### config.mk
export PLATFORM = sky130hd
export DESIGN_NAME = aoi_sweep_ctrl_flat
export DESIGN_NICKNAME = d
export VERILOG_FILES = /design/src/rtl/aoi_sweep_ctrl_pkg.sv /design/src/rtl/aoi_sweep_ctrl_if.sv /design/src/rtl/sig_lfsr16.sv /design/src/rtl/aoi_sweep_ctrl.sv /design/src/flat_wrapper.sv
export SDC_FILE = /design/constraint.sdc
export NUM_CORES = 1
export LEC_CHECK = 0
export ABC_AREA = 1
export BUFFER_PORTS_ARGS = -buffer_cell sky130_fd_sc_hd__buf_4
export CAP_MARGIN = 40
export CORE_MARGIN = 2
export CORE_UTILIZATION = 35
export DETAILED_ROUTE_END_ITERATION = 10
export SYNTH_ARGS = -nofsm -noshare
export SYNTH_HDL_FRONTEND = slang
export SYNTH_HIERARCHICAL = 1
export SYNTH_SLANG_ARGS = --single-unit
### constraint.sdc
create_clock -name CLK -period 4.9 [get_ports CLK]
set_input_delay 0.98 -clock CLK [delete_from_list [all_inputs] [get_ports CLK]]
set_output_delay 0.98 -clock CLK [all_outputs]
set_load 0.02 [all_outputs]
### src/rtl/aoi_sweep_ctrl_pkg.sv
// Shared state encodings, signature constants and the signature step function
// used by the AOI sweep controller and its signature register.
package aoi_sweep_ctrl_pkg;

    typedef enum logic [1:0] {
        ST_IDLE   = 2'd0,
        ST_SETTLE = 2'd1,
        ST_SAMPLE = 2'd2,
        ST_DONE   = 2'd3
    } state_t;

    localparam logic [15:0] DEF_POLY = 16'h1021;
    localparam logic [15:0] SIG_SEED = 16'hFFFF;

    function automatic logic [15:0] sig_step(input logic [15:0] sig,
                                             input logic        din,
                                             input logic [15:0] poly);
        logic fb;
        fb = sig[15] ^ din;
        return {sig[14:0], 1'b0} ^ (fb ? poly : 16'h0000);
    endfunction

endpackage

### src/rtl/aoi_sweep_ctrl_if.sv
// Handshake, cell drive and result bus between the sweep controller (slave)
// and whatever starts runs and hosts the AOI cell (master).
interface aoi_sweep_ctrl_if #(
    parameter int N = 11
);
    logic         START;
    logic         MODE;
    logic         ABORT;
    logic [N-1:0] VEC_IN;
    logic [N-1:0] AOI_IN;
    logic         AOI_Y;
    logic         BUSY;
    logic         DONE;
    logic [N:0]   ONES_CNT;
    logic [15:0]  SIG;

    modport master (
        output START, MODE, ABORT, VEC_IN, AOI_Y,
        input  AOI_IN, BUSY, DONE, ONES_CNT, SIG
    );

    modport slave (
        input  START, MODE, ABORT, VEC_IN, AOI_Y,
        output AOI_IN, BUSY, DONE, ONES_CNT, SIG
    );
endinterface

### src/rtl/sig_lfsr16.sv
// Serial 16-bit signature register: seed load has priority over a shift of din.
module sig_lfsr16
    import aoi_sweep_ctrl_pkg::*;
#(
    parameter logic [15:0] POLY = DEF_POLY
) (
    input  logic        clk,
    input  logic        rst,
    input  logic        seed_load,
    input  logic        shift_en,
    input  logic        din,
    output logic [15:0] sig
);

    logic [15:0] sig_q;
    logic [15:0] sig_d;

    // Next signature value
    always_comb begin
        sig_d = sig_q;
        if (seed_load) begin
            sig_d = SIG_SEED;
        end else if (shift_en) begin
            sig_d = sig_step(sig_q, din, POLY);
        end else begin
            sig_d = sig_q;
        end
    end

    // Signature register
    always_ff @(posedge clk or posedge rst) begin
        if (rst) begin
            sig_q <= SIG_SEED;
        end else begin
            sig_q <= sig_d;
        end
    end

    assign sig = sig_q;

endmodule

### src/rtl/aoi_sweep_ctrl.sv
// Sweep sequencer for an AOI_6 cell: applies vectors, waits a settle time,
// samples Y and compresses the response into a ones count and a signature.
module aoi_sweep_ctrl
    import aoi_sweep_ctrl_pkg::*;
#(
    parameter int          N      = 11,
    parameter int          SETTLE = 2,
    parameter logic [15:0] POLY   = DEF_POLY
) (
    input logic               CLK,
    input logic               RST,
    aoi_sweep_ctrl_if.slave   bus
);

    localparam logic [3:0]   SETTLE_LD = 4'(SETTLE - 1);
    localparam logic [N-1:0] VEC_LAST  = {N{1'b1}};
    localparam logic [N-1:0] VEC_ONE   = {{(N-1){1'b0}}, 1'b1};

    state_t       state_q, state_d;
    logic [N-1:0] vec_q, vec_d;
    logic [3:0]   cnt_q, cnt_d;
    logic [N:0]   ones_q, ones_d;
    logic         mode_q, mode_d;
    logic         busy_q, busy_d;
    logic         done_q, done_d;
    logic         seed_load;
    logic         shift_en;
    logic [15:0]  sig_s;

    // Next-state, counter and handshake logic
    always_comb begin
        state_d   = state_q;
        vec_d     = vec_q;
        cnt_d     = cnt_q;
        ones_d    = ones_q;
        mode_d    = mode_q;
        busy_d    = busy_q;
        done_d    = done_q;
        seed_load = 1'b0;
        shift_en  = 1'b0;
        case (state_q)
            ST_IDLE, ST_DONE: begin
                if (bus.START) begin
                    mode_d    = bus.MODE;
                    vec_d     = bus.MODE ? bus.VEC_IN : {N{1'b0}};
                    ones_d    = {(N+1){1'b0}};
                    seed_load = 1'b1;
                    cnt_d     = SETTLE_LD;
                    state_d   = ST_SETTLE;
                    busy_d    = 1'b1;
                    done_d    = 1'b0;
                end else begin
                    busy_d = 1'b0;
                    // DONE trails entry into ST_DONE by one cycle
                    done_d = (state_q == ST_DONE);
                end
            end
            ST_SETTLE: begin
                if (bus.ABORT) begin
                    state_d = ST_IDLE;
                    busy_d  = 1'b0;
                end else if (cnt_q == 4'd0) begin
                    state_d = ST_SAMPLE;
                end else begin
                    cnt_d = cnt_q - 4'd1;
                end
            end
            ST_SAMPLE: begin
                if (bus.ABORT) begin
                    state_d = ST_IDLE;
                    busy_d  = 1'b0;
                end else begin
                    shift_en = 1'b1;
                    ones_d   = ones_q + {{N{1'b0}}, bus.AOI_Y};
                    if (mode_q || (vec_q == VEC_LAST)) begin
                        state_d = ST_DONE;
                        busy_d  = 1'b0;
                    end else begin
                        vec_d   = vec_q + VEC_ONE;
                        cnt_d   = SETTLE_LD;
                        state_d = ST_SETTLE;
                    end
                end
            end
            default: begin
                state_d = ST_IDLE;
                busy_d  = 1'b0;
                done_d  = 1'b0;
            end
        endcase
    end

    // Controller state registers
    always_ff @(posedge CLK or posedge RST) begin
        if (RST) begin
            state_q <= ST_IDLE;
            vec_q   <= {N{1'b0}};
            cnt_q   <= 4'd0;
            ones_q  <= {(N+1){1'b0}};
            mode_q  <= 1'b0;
            busy_q  <= 1'b0;
            done_q  <= 1'b0;
        end else begin
            state_q <= state_d;
            vec_q   <= vec_d;
            cnt_q   <= cnt_d;
            ones_q  <= ones_d;
            mode_q  <= mode_d;
            busy_q  <= busy_d;
            done_q  <= done_d;
        end
    end

    sig_lfsr16 #(
        .POLY (POLY)
    ) u_sig (
        .clk       (CLK),
        .rst       (RST),
        .seed_load (seed_load),
        .shift_en  (shift_en),
        .din       (bus.AOI_Y),
        .sig       (sig_s)
    );

    assign bus.AOI_IN   = vec_q;
    assign bus.BUSY     = busy_q;
    assign bus.DONE     = done_q;
    assign bus.ONES_CNT = ones_q;
    assign bus.SIG      = sig_s;

endmodule

### src/flat_wrapper.sv
// flat-port wrapper written by rule: the top's interface ports become plain ports
module aoi_sweep_ctrl_flat import aoi_sweep_ctrl_pkg::*;
#(
    parameter int          N      = 11,
    parameter int          SETTLE = 2,
    parameter logic [15:0] POLY   = DEF_POLY
)
  (CLK, RST, bus_START, bus_MODE, bus_ABORT, bus_VEC_IN, bus_AOI_Y, bus_AOI_IN, bus_BUSY, bus_DONE, bus_ONES_CNT, bus_SIG);
  aoi_sweep_ctrl_if #(.N(N)) bus_i ();
  input logic CLK;
  input logic RST;
  input wire logic [$bits(bus_i.START)-1:0] bus_START;
  input wire logic [$bits(bus_i.MODE)-1:0] bus_MODE;
  input wire logic [$bits(bus_i.ABORT)-1:0] bus_ABORT;
  input wire logic [$bits(bus_i.VEC_IN)-1:0] bus_VEC_IN;
  input wire logic [$bits(bus_i.AOI_Y)-1:0] bus_AOI_Y;
  output wire logic [$bits(bus_i.AOI_IN)-1:0] bus_AOI_IN;
  output wire logic [$bits(bus_i.BUSY)-1:0] bus_BUSY;
  output wire logic [$bits(bus_i.DONE)-1:0] bus_DONE;
  output wire logic [$bits(bus_i.ONES_CNT)-1:0] bus_ONES_CNT;
  output wire logic [$bits(bus_i.SIG)-1:0] bus_SIG;
  assign bus_i.START = bus_START;
  assign bus_i.MODE = bus_MODE;
  assign bus_i.ABORT = bus_ABORT;
  assign bus_i.VEC_IN = bus_VEC_IN;
  assign bus_i.AOI_Y = bus_AOI_Y;
  assign bus_AOI_IN = bus_i.AOI_IN;
  assign bus_BUSY = bus_i.BUSY;
  assign bus_DONE = bus_i.DONE;
  assign bus_ONES_CNT = bus_i.ONES_CNT;
  assign bus_SIG = bus_i.SIG;
  aoi_sweep_ctrl #(.N(N), .SETTLE(SETTLE), .POLY(POLY)) u_core (.CLK(CLK), .RST(RST), .bus(bus_i));
endmodule
==> impl_metrics.py, run 1 <==
metrics = {
    "status": {
        "status": "finished clean",
    },
    "routing": {
        "via_count": 2514,
        "wl_per_cell_um": 12.0,
        "drtIter0Drc": 79,
        "postRouteAntennaNets": 0,
        "firstDrtPassIters": 4,
        "avgViaCountPerCell": 4.82,
        "drc": 0,
        "totalWireLength_um": 6270,
    },
    "die": {
        "fp-row-count": 32,
        "core_area_um2": 7690,
        "num_io_pins": 58,
        "die-area_um2": 8660,
        "initial_utilization_pct": 36.1,
        "die_w_um": 93.0,
        "fp.dieH_um": 93.0,
    },
    "synthesis": {
        "synth_cells": 361,
        "yosysSeqAreaShare_pct": 44.0,
        "synth.area.mux_share_pct": 0,
        "synthSimpleGateAreaFrac_pct": 31.3,
        "synth_compound_area_share_pct": 11.2,
        "synth_xor_area_share_pct": 0.316,
        "syn_area_um2": 2780,
        "ys_async_sr_fraction_pct": 100,
        "ys_ff_latch": 48,
        "synthAdderAreaFrac_pct": 3.61,
        "synthTopCellsByArea": "dfrtp_1, dfstp_2, nand2_1",
        "syn_avg_cell_area_um2": 7.69,
        "synth-edff-count": 0,
        "yosysMostFrequentCell": "nand2_1",
        "synth_area_leader_cell": "dfrtp_1",
        "synthFlopType": "dfrtp_1",
        "netlist_top_cells_count": "nand2_1, inv_1, dfrtp_1, nor2_1, nand3_1",
        "synthDistinctLibCells": 31,
        "ys_warn_count": 6,
        "synth_top_family_by_area": "simple AND/OR/NAND/NOR gates",
        "synth_top_cell_area_share_pct": 28.9,
        "syn_nets": 386,
    },
    "sta": {
        "max_freq_mhz": 464,
        "skew_ns": 0.00781,
        "slew_viol_final": 0,
        "finalCritPeriodShare_pct": 44.0,
        "worstMarginPinSlew_ns": 0.737,
        "fin_tns_setup_ns": 0,
        "setup_viol": 0,
        "rsz0062_at_grt": "no",
        "max_slew_margin_pct": 50.7,
        "min_period_ns": 2.16,
        "hold_viol": 0,
    },
    "grt": {
        "grt_start_max_net_pins": 33,
        "antenna_found_initial": 0,
        "overflow": 0,
        "grt_pass1_vias": 2272,
        "grt_use_total_pct": 14.9,
        "grt_pass1_wl_um": 10400,
    },
    "cells_and_area": {
        "utilization_pct": 43.8,
        "drive_gt1_share_pct": 24.5,
        "syn_to_final_growth_pct": 21.2,
        "antennaDiodeCount": 0,
        "nets": 444,
        "fillers": 810,
    },
    "clock_network": {
        "cts_buffers": 5,
        "htreeDepth": 2,
        "cts_buffer_depth": 2,
        "cts_hold_repair.buffers": 0,
        "clock-sinks": 48,
        "cts_tree": "built",
        "clk_latency_ns": 0.31,
        "cts_root_buf": "clkbuf_8",
        "post_cts_buffers": 0,
        "cts_resized": 0,
        "clkTransAtPathRegs_ns": 0.10,
    },
    "hold_path": {
        "hold_class": "flop to flop",
        "holdPathStages": 2,
    },
    "critical_path": {
        "cp.buffers_inverters": 2,
        "crit_chain": "inv_1 -> ha_1 -> nand2_1 -> nand2_2 -> nand2_2 -> inv_1 -> nand2_1 -> nor2_1 -> o21ai_1 -> nor2_1",
        "crit_type": "flop to flop",
        "path_delay_family": "simple AND/OR/NAND/NOR gates",
        "worstSetupStartpointType": "flop",
        "crit_cells": 10,
        "endpoint_kind": "flop",
        "crit_path_max_fanout": 16,
        "worst-r2r-cell-count": 10,
        "required_ns": 5.14,
        "cp_slowest_cell": "ha_1",
        "max_stage_delay_ns": 0.58,
        "arrival_ns": 2.40,
    },
    "power_and_ir_drop": {
        "vdd_drop_max_uv": 200,
        "leakage_nw": 1.72,
        "p_per_area_nw_per_um2": 452,
    },
    "placed_design": {
        "dp_hpwl_um": 4690,
        "routabilityCongestion": 0.826,
        "numPortBuffers": 57,
    },
    "job": {
        "drv_cap": 0,
    },
}
[path summary, 6_finish.rpt]
check                                        from                endpoint  slack (ns)
min in group asynchronous                     RST         u_core/bus.BUSY        0.77
worst max register to register  u_core/state_q[0]  u_core/bus.ONES_CNT[4]        2.74
worst max-delay path            u_core/state_q[0]  u_core/bus.ONES_CNT[4]        2.74
worst min register to register    u_core/cnt_q[3]         u_core/cnt_q[3]        0.48
max in group asynchronous                     RST    u_core/u_sig/sig[13]        3.79
worst min-delay path              u_core/cnt_q[3]         u_core/cnt_q[3]        0.48
[metal layers]
metal	track usage (%)	vias to the layer above	part of all wire [%]
li1	-	1288	-
met1	19.7	1155	47
met2	24.8	63	47
met3	3.30	8	4.8
met4	4.04	0	1.1
met5	0	-	0
[cells in the final DEF, fill, tap and decap left out]
master,count
xnor2_1,1
a31oi_1,1
buf_4,58
inv_4,4
nand3_2,2
ha_1,8
nor3_4,1
a21oi_1,16
dfrtp_1,32
o21a_1,1
nor2_1,25
nand3_1,24
inv_1,46
o21ai_0,19
nand2_2,4
inv_2,3
nand2_1,109
clkinv_1,1
clkbuf_8,5
nor2_8,1
clkinv_4,1
o21ai_1,3
a22oi_1,12
nor2_2,4
nand2_4,2
o21bai_1,1
nor2_4,2
a22o_1,1
dfstp_2,16
nand4_1,8
nor3_1,9
[per-stage QoR]
stage / hold slack [ns] / worst slack (ns) / cells / area, um2 / power (mW)
finish: 0.483 / 2.74 / 522 / 3360 / 1.52
CTS: 0.490 / 2.73 / 522 / 3360 / 1.54
detailed placement: 0.467 / 2.64 / 514 / 3270 / 1.28
global route: 0.521 / 2.50 / 522 / 3360 / 1.64
floorplan: 0.442 / 2.99 / 361 / 2780 / 1.11
global placement: 0.460 / 2.67 / 514 / 3270 / 1.27
[tightest hold or removal path, cell delays in order, from the launching register on]
cell	delay (ns)
dfrtp_1	0.36
nand2_1	0.05
nand2_1	0.05
[state kept, by name, summed over array words and instances, names as in the netlist]
register	cells
u_core/cnt_q	4
u_core/bus.BUSY	1
u_core/state_q	2
u_core/mode_q	1
u_core/bus.DONE	1
u_core/u_sig/sig	16
u_core/bus.ONES_CNT	12
u_core/bus.AOI_IN	11
[report_power, final]
| group | switching (mW) | internal (mW) | total, mW |
|---|---|---|---|
| Combinational | 0.455 | 0.236 | 0.691 |
| Clock | 0.148 | 0.102 | 0.250 |
| Sequential | 0.0850 | 0.494 | 0.579 |
| Total | 0.688 | 0.833 | 1.52 |
[kinds of logic after synthesis]
| kind of cell | after synthesis |
|---|---|
| AO/OA/AOI/OAI | 54 |
| XOR/XNOR | 1 |
| adder cells (fa/ha/maj) | 8 |
| buffers and inverters | 59 |
| flip-flops | 48 |
| AND/OR/NAND/NOR | 191 |
[final cells by class]
type	count	area [um2]	area share, %
clock buffer	5	68.8	2.05
clock inverter	3	21.3	0.632
inverter	52	200	5.95
timing repair buffer	58	435	12.9
tap	102	128	3.79
sequential	48	1220	36.3
multi-input combinational	254	1290	38.3
Power figures use the tool's default switching activity.
==> inputs of run 2 (changes only) <==
Clock period 4.9 ns to 1.81 ns, I/O delays scaled along.
==> run 2 against run 1 <==
  * First-iteration DRC count increased by 11%
  * Routed wire length fell by 0.14%
  * Die area unchanged
  * Non-clock buffer count is 8 higher
==> impl_metrics.py, run 2 (synthesis gave the netlist of run 1 again) <==
metrics = {
    "die": {
        "die_w_um": 93.0,
        "core_area_um2": 7690,
        "num_io_pins": 58,
        "fp.dieH_um": 93.0,
        "initial_utilization_pct": 36.1,
        "die-area_um2": 8660,
        "fp-row-count": 32,
    },
    "clock_network": {
        "clock-sinks": 48,
        "cts_buffer_depth": 2,
        "post_cts_buffers": 0,
        "cts_buffers": 5,
        "clkTransAtPathRegs_ns": 0.09,
        "cts_tree": "built",
        "clk_latency_ns": 0.30,
        "htreeDepth": 2,
        "cts_root_buf": "clkbuf_8",
    },
    "sta": {
        "fin_hold_ws_ns": 0.156,
        "hold_viol": 0,
        "worstMarginPinSlew_ns": 0.569,
        "finalCritPeriodShare_pct": 93.1,
        "setup_slack_ns": 0.126,
        "skew_ns": 0.00427,
        "setup_viol": 0,
        "rsz0062_at_grt": "yes",
        "max_freq_mhz": 594,
        "min_period_ns": 1.68,
        "fin_tns_setup_ns": 0,
        "max_slew_margin_pct": 62.0,
        "slew_viol_final": 0,
    },
    "cells_and_area": {
        "antennaDiodeCount": 0,
        "fillers": 784,
        "layout_commonest_cell": "nand2_1",
        "nets": 452,
        "design_area_um2": 3470,
        "layout.cells.non_filler": 530,
        "largest_reg_flops": 16,
        "drive_gt1_share_pct": 26.9,
        "utilization_pct": 45.1,
        "syn_to_final_growth_pct": 24.9,
        "most-common-layout-cells": "nand2_1, buf_4, inv_1",
    },
    "grt": {
        "grt_start_max_net_pins": 33,
        "antenna_found_initial": 0,
        "grt_pass1_wl_um": 10800,
        "grt_pass1_vias": 2344,
        "overflow": 0,
        "grt_use_total_pct": 15.5,
    },
    "critical_path": {
        "crit_path_max_fanout": 15,
        "worstSetupStartpointType": "flop",
        "required_ns": 2.01,
        "cp_slowest_cell": "dfrtp_1",
        "crit_chain": "inv_1 -> ha_2 -> inv_2 -> nor2_4 -> inv_4 -> buf_4 -> nand2_8 -> inv_2 -> nand2_1 -> nand2_1",
        "endpoint_kind": "flop",
        "arrival_ns": 1.88,
        "max_stage_delay_ns": 0.38,
        "crit_type": "flop to flop",
    },
    "placed_design": {
        "place_inst": 522,
        "routabilityCongestion": 0.853,
        "numPortBuffers": 57,
        "dp_worst_setup_slack_ns": -0.0150,
        "dp_hpwl_um": 4730,
        "postPlaceCellArea_um2": 3330,
    },
    "routing": {
        "via_count": 2507,
        "drc": 0,
        "wl_per_cell_um": 11.8,
        "postRouteAntennaNets": 0,
        "drtIter0Drc": 88,
        "totalWireLength_um": 6260,
        "firstDrtPassIters": 4,
        "avgViaCountPerCell": 4.73,
    },
    "power_and_ir_drop": {
        "p_per_area_nw_per_um2": 1250,
        "leakage_nw": 1.77,
        "vdd_drop_max_uv": 503,
        "total_power_mw": 4.34,
    },
    "job": {
        "drv_cap": 0,
    },
    "hold_path": {
        "hold_class": "primary input to asynchronous set/reset pin",
    },
    "status": {
        "status": "finished clean",
    },
}
run 2: cell types whose count changed in the layout (fill, tap and decap cells not counted), sizes merged:
cell    change
clkbuf      +1
clkinv      +1
buf         +8
inv         -2
run 2: timing repair:
| action | in CTS | in global routing |
|---|---|---|
| setup endpoints to repair | 1 | 11 |
| pin swaps | 0 | 0 |
| gates resized for setup | 1 | 5 |
| gates cloned | 0 | 0 |
| hold buffers | 0 | 0 |
run 2: path summary, 6_finish.rpt:
check | cells past startpoint | startpoint | slack (ns) | endpoint
min in group CLK | 5 | bus_VEC_IN[10] | 0.34 | u_core/bus.AOI_IN[10]
max in group asynchronous | 2 | RST | 1.32 | u_core/u_sig/sig[14]
hold reg to reg | 2 | u_core/cnt_q[3] | 0.48 | u_core/cnt_q[3]
setup reg to reg | 10 | u_core/state_q[0] | 0.13 | u_core/bus.AOI_IN[3]
setup / recovery | 10 | u_core/state_q[0] | 0.13 | u_core/bus.AOI_IN[3]
hold / removal | 3 | RST | 0.16 | u_core/bus.BUSY
run 2: layer usage:
| layer | global-route usage (%) | part of all wire (%) | vias up |
|---|---|---|---|
| li1 | - | - | 1299 |
| met2 | 25.8 | 47 | 61 |
| met3 | 2.90 | 4.7 | 5 |
| met1 | 21.0 | 48 | 1142 |
| met4 | 3.68 | 0.74 | 0 |
| met5 | 0 | 0 | - |
run 2: where the power goes:
part	internal, mW	total (mW)	switching, mW
logic	0.744	2.05	1.31
registers	1.34	1.55	0.208
clock network	0.361	0.740	0.379
total	2.44	4.34	1.90
run 2: cell type report:
type                    count  area (um2)  area share (%)
multi-input cells         254        1310            37.8
flip-flops and latches     48        1220            35.2
repair buffers             66         495            14.3
inverters                  52         200            5.78
well taps                 102         128            3.68
clock buffers               6        93.8            2.71
clock inverters             2        17.5           0.505
run 2: critical path, delay by kind of cell (launching register included):
family | cells | cell delay, ns
buffers and inverters | 5 | 0.46
flip-flops | 1 | 0.38
adder cells (fa/ha/maj) | 1 | 0.37
AND/OR/NAND/NOR | 4 | 0.36
==> inputs of run 3 (changes only) <==
--- a/config.mk
+++ b/config.mk
@@ -6,5 +6,4 @@
 export NUM_CORES = 1
 export LEC_CHECK = 0
-export ABC_AREA = 1
 export BUFFER_PORTS_ARGS = -buffer_cell sky130_fd_sc_hd__buf_4
 export CAP_MARGIN = 40
@@ -12,4 +11,5 @@
 export CORE_UTILIZATION = 35
 export DETAILED_ROUTE_END_ITERATION = 10
+export GPL_TIMING_DRIVEN = 0
 export SYNTH_ARGS = -nofsm -noshare
 export SYNTH_HDL_FRONTEND = slang
==> constraint.sdc (replaced) <==
create_clock -name CLK -period 1.81 [get_ports CLK]
set_input_delay 0.362 -clock CLK [delete_from_list [all_inputs] [get_ports CLK]]
set_output_delay 0.362 -clock CLK [all_outputs]
set_load 0.05 [all_outputs]
==> run 3 against run 2 <==
  * The flow now finishes with violations (setup timing)
  * Flip-flop and latch count did not move
  * Hold slack worse by 0.024 ns
  * Synthesized cell count fell by 22%
  * Sequential share of layout area is 3.4 points lower
  * Clock power down 5.7%
  * Die area is 0.43% higher
  * Setup slack got worse by 0.21 ns
  * Global-route usage up 2.0 points
  * Via count is 1.7% higher
==> impl_metrics.py, run 3 <==
metrics = {
    "status": {
        "status": "finished, violations left",
        "violations": "setup timing",
    },
    "die": {
        "fp.dieH_um": 93.2,
        "die_w_um": 93.2,
        "die-area_um2": 8690,
        "num_io_pins": 58,
        "core_area_um2": 7730,
        "fp-row-count": 32,
        "initial_utilization_pct": 36.1,
    },
    "synthesis": {
        "synthAdderAreaFrac_pct": 3.59,
        "ys_warn_count": 6,
        "synthSimpleGateAreaFrac_pct": 20.1,
        "synth_cells": 283,
        "syn_avg_cell_area_um2": 9.85,
        "yosysMostFrequentCell": "dfrtp_1",
        "synthDistinctLibCells": 53,
        "netlist_top_cells_count": "dfrtp_1, a21oi_1, nand2_1, nor2b_1, a211o_1",
        "syn_nets": 308,
        "synth_top_family_by_area": "compound AO/OA/AOI/OAI gates",
        "yosysSeqAreaShare_pct": 43.8,
        "synthFlopType": "dfrtp_1",
        "synth-edff-count": 0,
        "synth_top_cell_area_share_pct": 28.7,
        "synth_area_leader_cell": "dfrtp_1",
        "ys_async_sr_fraction_pct": 100,
        "synth_compound_area_share_pct": 23.8,
        "synth_xor_area_share_pct": 2.65,
        "ys_ff_latch": 48,
        "synthTopCellsByArea": "dfrtp_1, dfstp_2, a211o_1",
        "synth.area.mux_share_pct": 1.21,
        "syn_area_um2": 2790,
    },
    "sta": {
        "max_slew_margin_pct": 58.7,
        "hold_viol": 0,
        "worstMarginPinSlew_ns": 0.618,
        "min_period_ns": 1.90,
        "setup_slack_ns": -0.0852,
        "slew_viol_final": 0,
        "setup_viol": 6,
        "finalCritPeriodShare_pct": 105,
        "max_freq_mhz": 528,
        "skew_ns": 0.0135,
        "rsz0062_at_grt": "yes",
    },
    "clock_network": {
        "clkTransAtPathRegs_ns": 0.10,
        "clk_latency_ns": 0.31,
        "cts_hold_repair.buffers": 0,
        "cts_tree": "built",
        "cts_buffer_depth": 2,
        "clock-sinks": 48,
        "cts_root_buf": "clkbuf_8",
        "htreeDepth": 2,
        "cts_buffers": 5,
    },
    "grt": {
        "use_met2_pct": 27.8,
        "grt_pass1_vias": 2425,
        "grt_start_max_net_pins": 21,
        "grt_util_met1_pct": 25.0,
        "grt_pass1_wl_um": 12200,
        "grt-busiest-layer": "met2",
        "grt_use_total_pct": 17.5,
        "overflow": 0,
        "antenna_found_initial": 0,
        "use_met3_pct": 2.74,
    },
    "routing": {
        "firstDrtPassIters": 4,
        "via_count": 2550,
        "drtIter0Drc": 131,
        "postRouteAntennaNets": 0,
        "avgViaCountPerCell": 5.39,
        "totalWireLength_um": 7700,
        "drc": 0,
        "wl_per_cell_um": 16.3,
    },
    "power_and_ir_drop": {
        "p_sw_mw": 2.71,
        "switching_share_pct": 47.1,
        "p_int_mw": 3.05,
        "vdd_drop_max_uv": 686,
        "total_power_mw": 5.76,
        "clkPwrFrac_pct": 12.1,
        "leakage_nw": 1.61,
        "p_comb_share_pct": 57.1,
        "p_per_area_nw_per_um2": 1490,
        "p_seq_share_pct": 30.7,
    },
    "placed_design": {
        "numPortBuffers": 57,
        "routabilityCongestion": 0.901,
        "dp_hpwl_um": 5080,
        "place_inst": 443,
    },
    "critical_path": {
        "crit_path_max_fanout": 8,
        "required_ns": 2.06,
        "endpoint_kind": "flop",
        "crit_type": "flop to flop",
        "r2r_slack_ns": -0.09,
        "arrival_ns": 2.14,
        "reg2reg_from": "u_core/state_q[0]",
        "crit_chain": "inv_2 -> ha_4 -> nor2b_1 -> buf_4 -> a211o_4 -> or4_4 -> a21oi_2",
        "reg2reg_to": "u_core/bus.ONES_CNT[9]",
        "crit_path_end": "u_core/bus.ONES_CNT[9]",
        "worstSetupStartpoint": "u_core/state_q[0]",
        "max_stage_delay_ns": 0.42,
        "cp_slowest_cell": "or4_4",
        "worstSetupStartpointType": "flop",
        "worst-r2r-cell-count": 7,
    },
    "job": {
        "drv_cap": 0,
    },
    "cells_and_area": {
        "multi_input_area_um2": 1610,
        "layout.cells.non_filler": 473,
        "antennaDiodeCount": 0,
        "layout_commonest_cell": "buf_4",
        "utilization_pct": 50.0,
        "drive_gt1_share_pct": 43.9,
        "syn_to_final_growth_pct": 38.7,
        "most-common-layout-cells": "buf_4, dfrtp_1, nand2_1",
        "fillers": 747,
        "nets": 395,
        "ff_latch_area_um2": 1230,
        "largest_reg_flops": 16,
    },
    "hold_path": {
        "hold_class": "primary input to asynchronous set/reset pin",
    },
}
==> run 3: cell count changes after synthesis, sizes merged, moves of 5 or more <==
cell / before / now
o31ai: 0 / 10
a22oi: 12 / 3
inv: 51 / 14
nor2: 32 / 11
nand3: 26 / 11
nand2: 115 / 20
a211o: 0 / 17
clkbuf: 1 / 6
o21ai: 22 / 6
nor3: 10 / 3
nor2b: 0 / 18
nand2b: 0 / 7
a31oi: 1 / 12
==> run 3: routing by layer <==
metal / wire length (um) / vias up
met5: 0 / -
met4: 111 / 0
met3: 292 / 9
met2: 3700 / 54
met1: 3600 / 1254
li1: - / 1233
==> run 3: worst max-delay path: cells and delay by family (launching register included) <==
family | cells | cell delay (ns)
AND/OR/NAND/NOR | 2 | 0.54
buffers and inverters | 2 | 0.25
flip-flops | 1 | 0.41
AO/OA/AOI/OAI | 2 | 0.44
adder cells (fa/ha/maj) | 1 | 0.21
==> run 3: per-stage QoR <==
| step | setup WS [ns] | hold WS [ns] | cell area [um2] | setup TNS (ns) |
|---|---|---|---|---|
| 2_1_floorplan | -0.165 | 0.451 | 2860 | -0.748 |
| 3_3_place_gp | -0.519 | 0.488 | 3410 | -6.93 |
| 6_report | -0.0852 | 0.132 | 3870 | -0.261 |
| 3_5_place_dp | -0.502 | 0.490 | 3440 | -6.98 |
| 5_1_grt | -0.127 | 0.180 | 3870 | -1.33 |
| 4_1_cts | -0.102 | 0.152 | 3640 | -0.589 |
==> run 3: worst min path at each step <==
stage                                 startpoint                      to  slack (ns)  cells past startpoint
final                                        RST    u_core/bus.AOI_IN[8]        0.13                      2
after global routing                         RST   u_core/bus.AOI_IN[10]        0.18                      2
after CTS                                    RST   u_core/bus.AOI_IN[10]        0.15                      2
after detailed placement                     RST         u_core/bus.DONE        0.49                      2
after global placement    u_core/bus.ONES_CNT[0]  u_core/bus.ONES_CNT[0]        0.49                      2
after floorplan                        bus_START         u_core/bus.DONE        0.45                      1
==> run 3: final cells by class <==
class | instances | share of cell area, %
buffer | 13 | 2.85
inverter | 14 | 1.46
clock buffer | 7 | 2.23
clock inverter | 1 | 0.162
timing repair buffer | 82 | 16.7
multi-input combinational | 206 | 41.5
sequential | 48 | 31.8
tap | 102 | 3.30
==> run 3: kinds of logic after synthesis <==
kind of cell,after synthesis
AO/OA/AOI/OAI,92
XOR/XNOR,5
adder cells (fa/ha/maj),8
buffers and inverters,29
flip-flops,48
multiplexers,3
AND/OR/NAND/NOR,98
==> run 3: what timing repair did <==
item,in CTS,in global routing
gates cloned,0,1
setup buffers,12,11
gates resized for setup,11,37
setup endpoints to repair,39,40
pin swaps,5,8
==> run 3: power groups by stage <==
| stage | registers [mW] | clock network (mW) | logic, mW |
|---|---|---|---|
| floorplan | 2.51 | 0 | 1.34 |
| CTS | 1.75 | 0.726 | 3.01 |
| finish | 1.77 | 0.698 | 3.29 |
| global placement | 1.77 | 0 | 2.82 |
| global route | 1.82 | 0.768 | 3.52 |
| detailed placement | 1.77 | 0 | 2.86 |
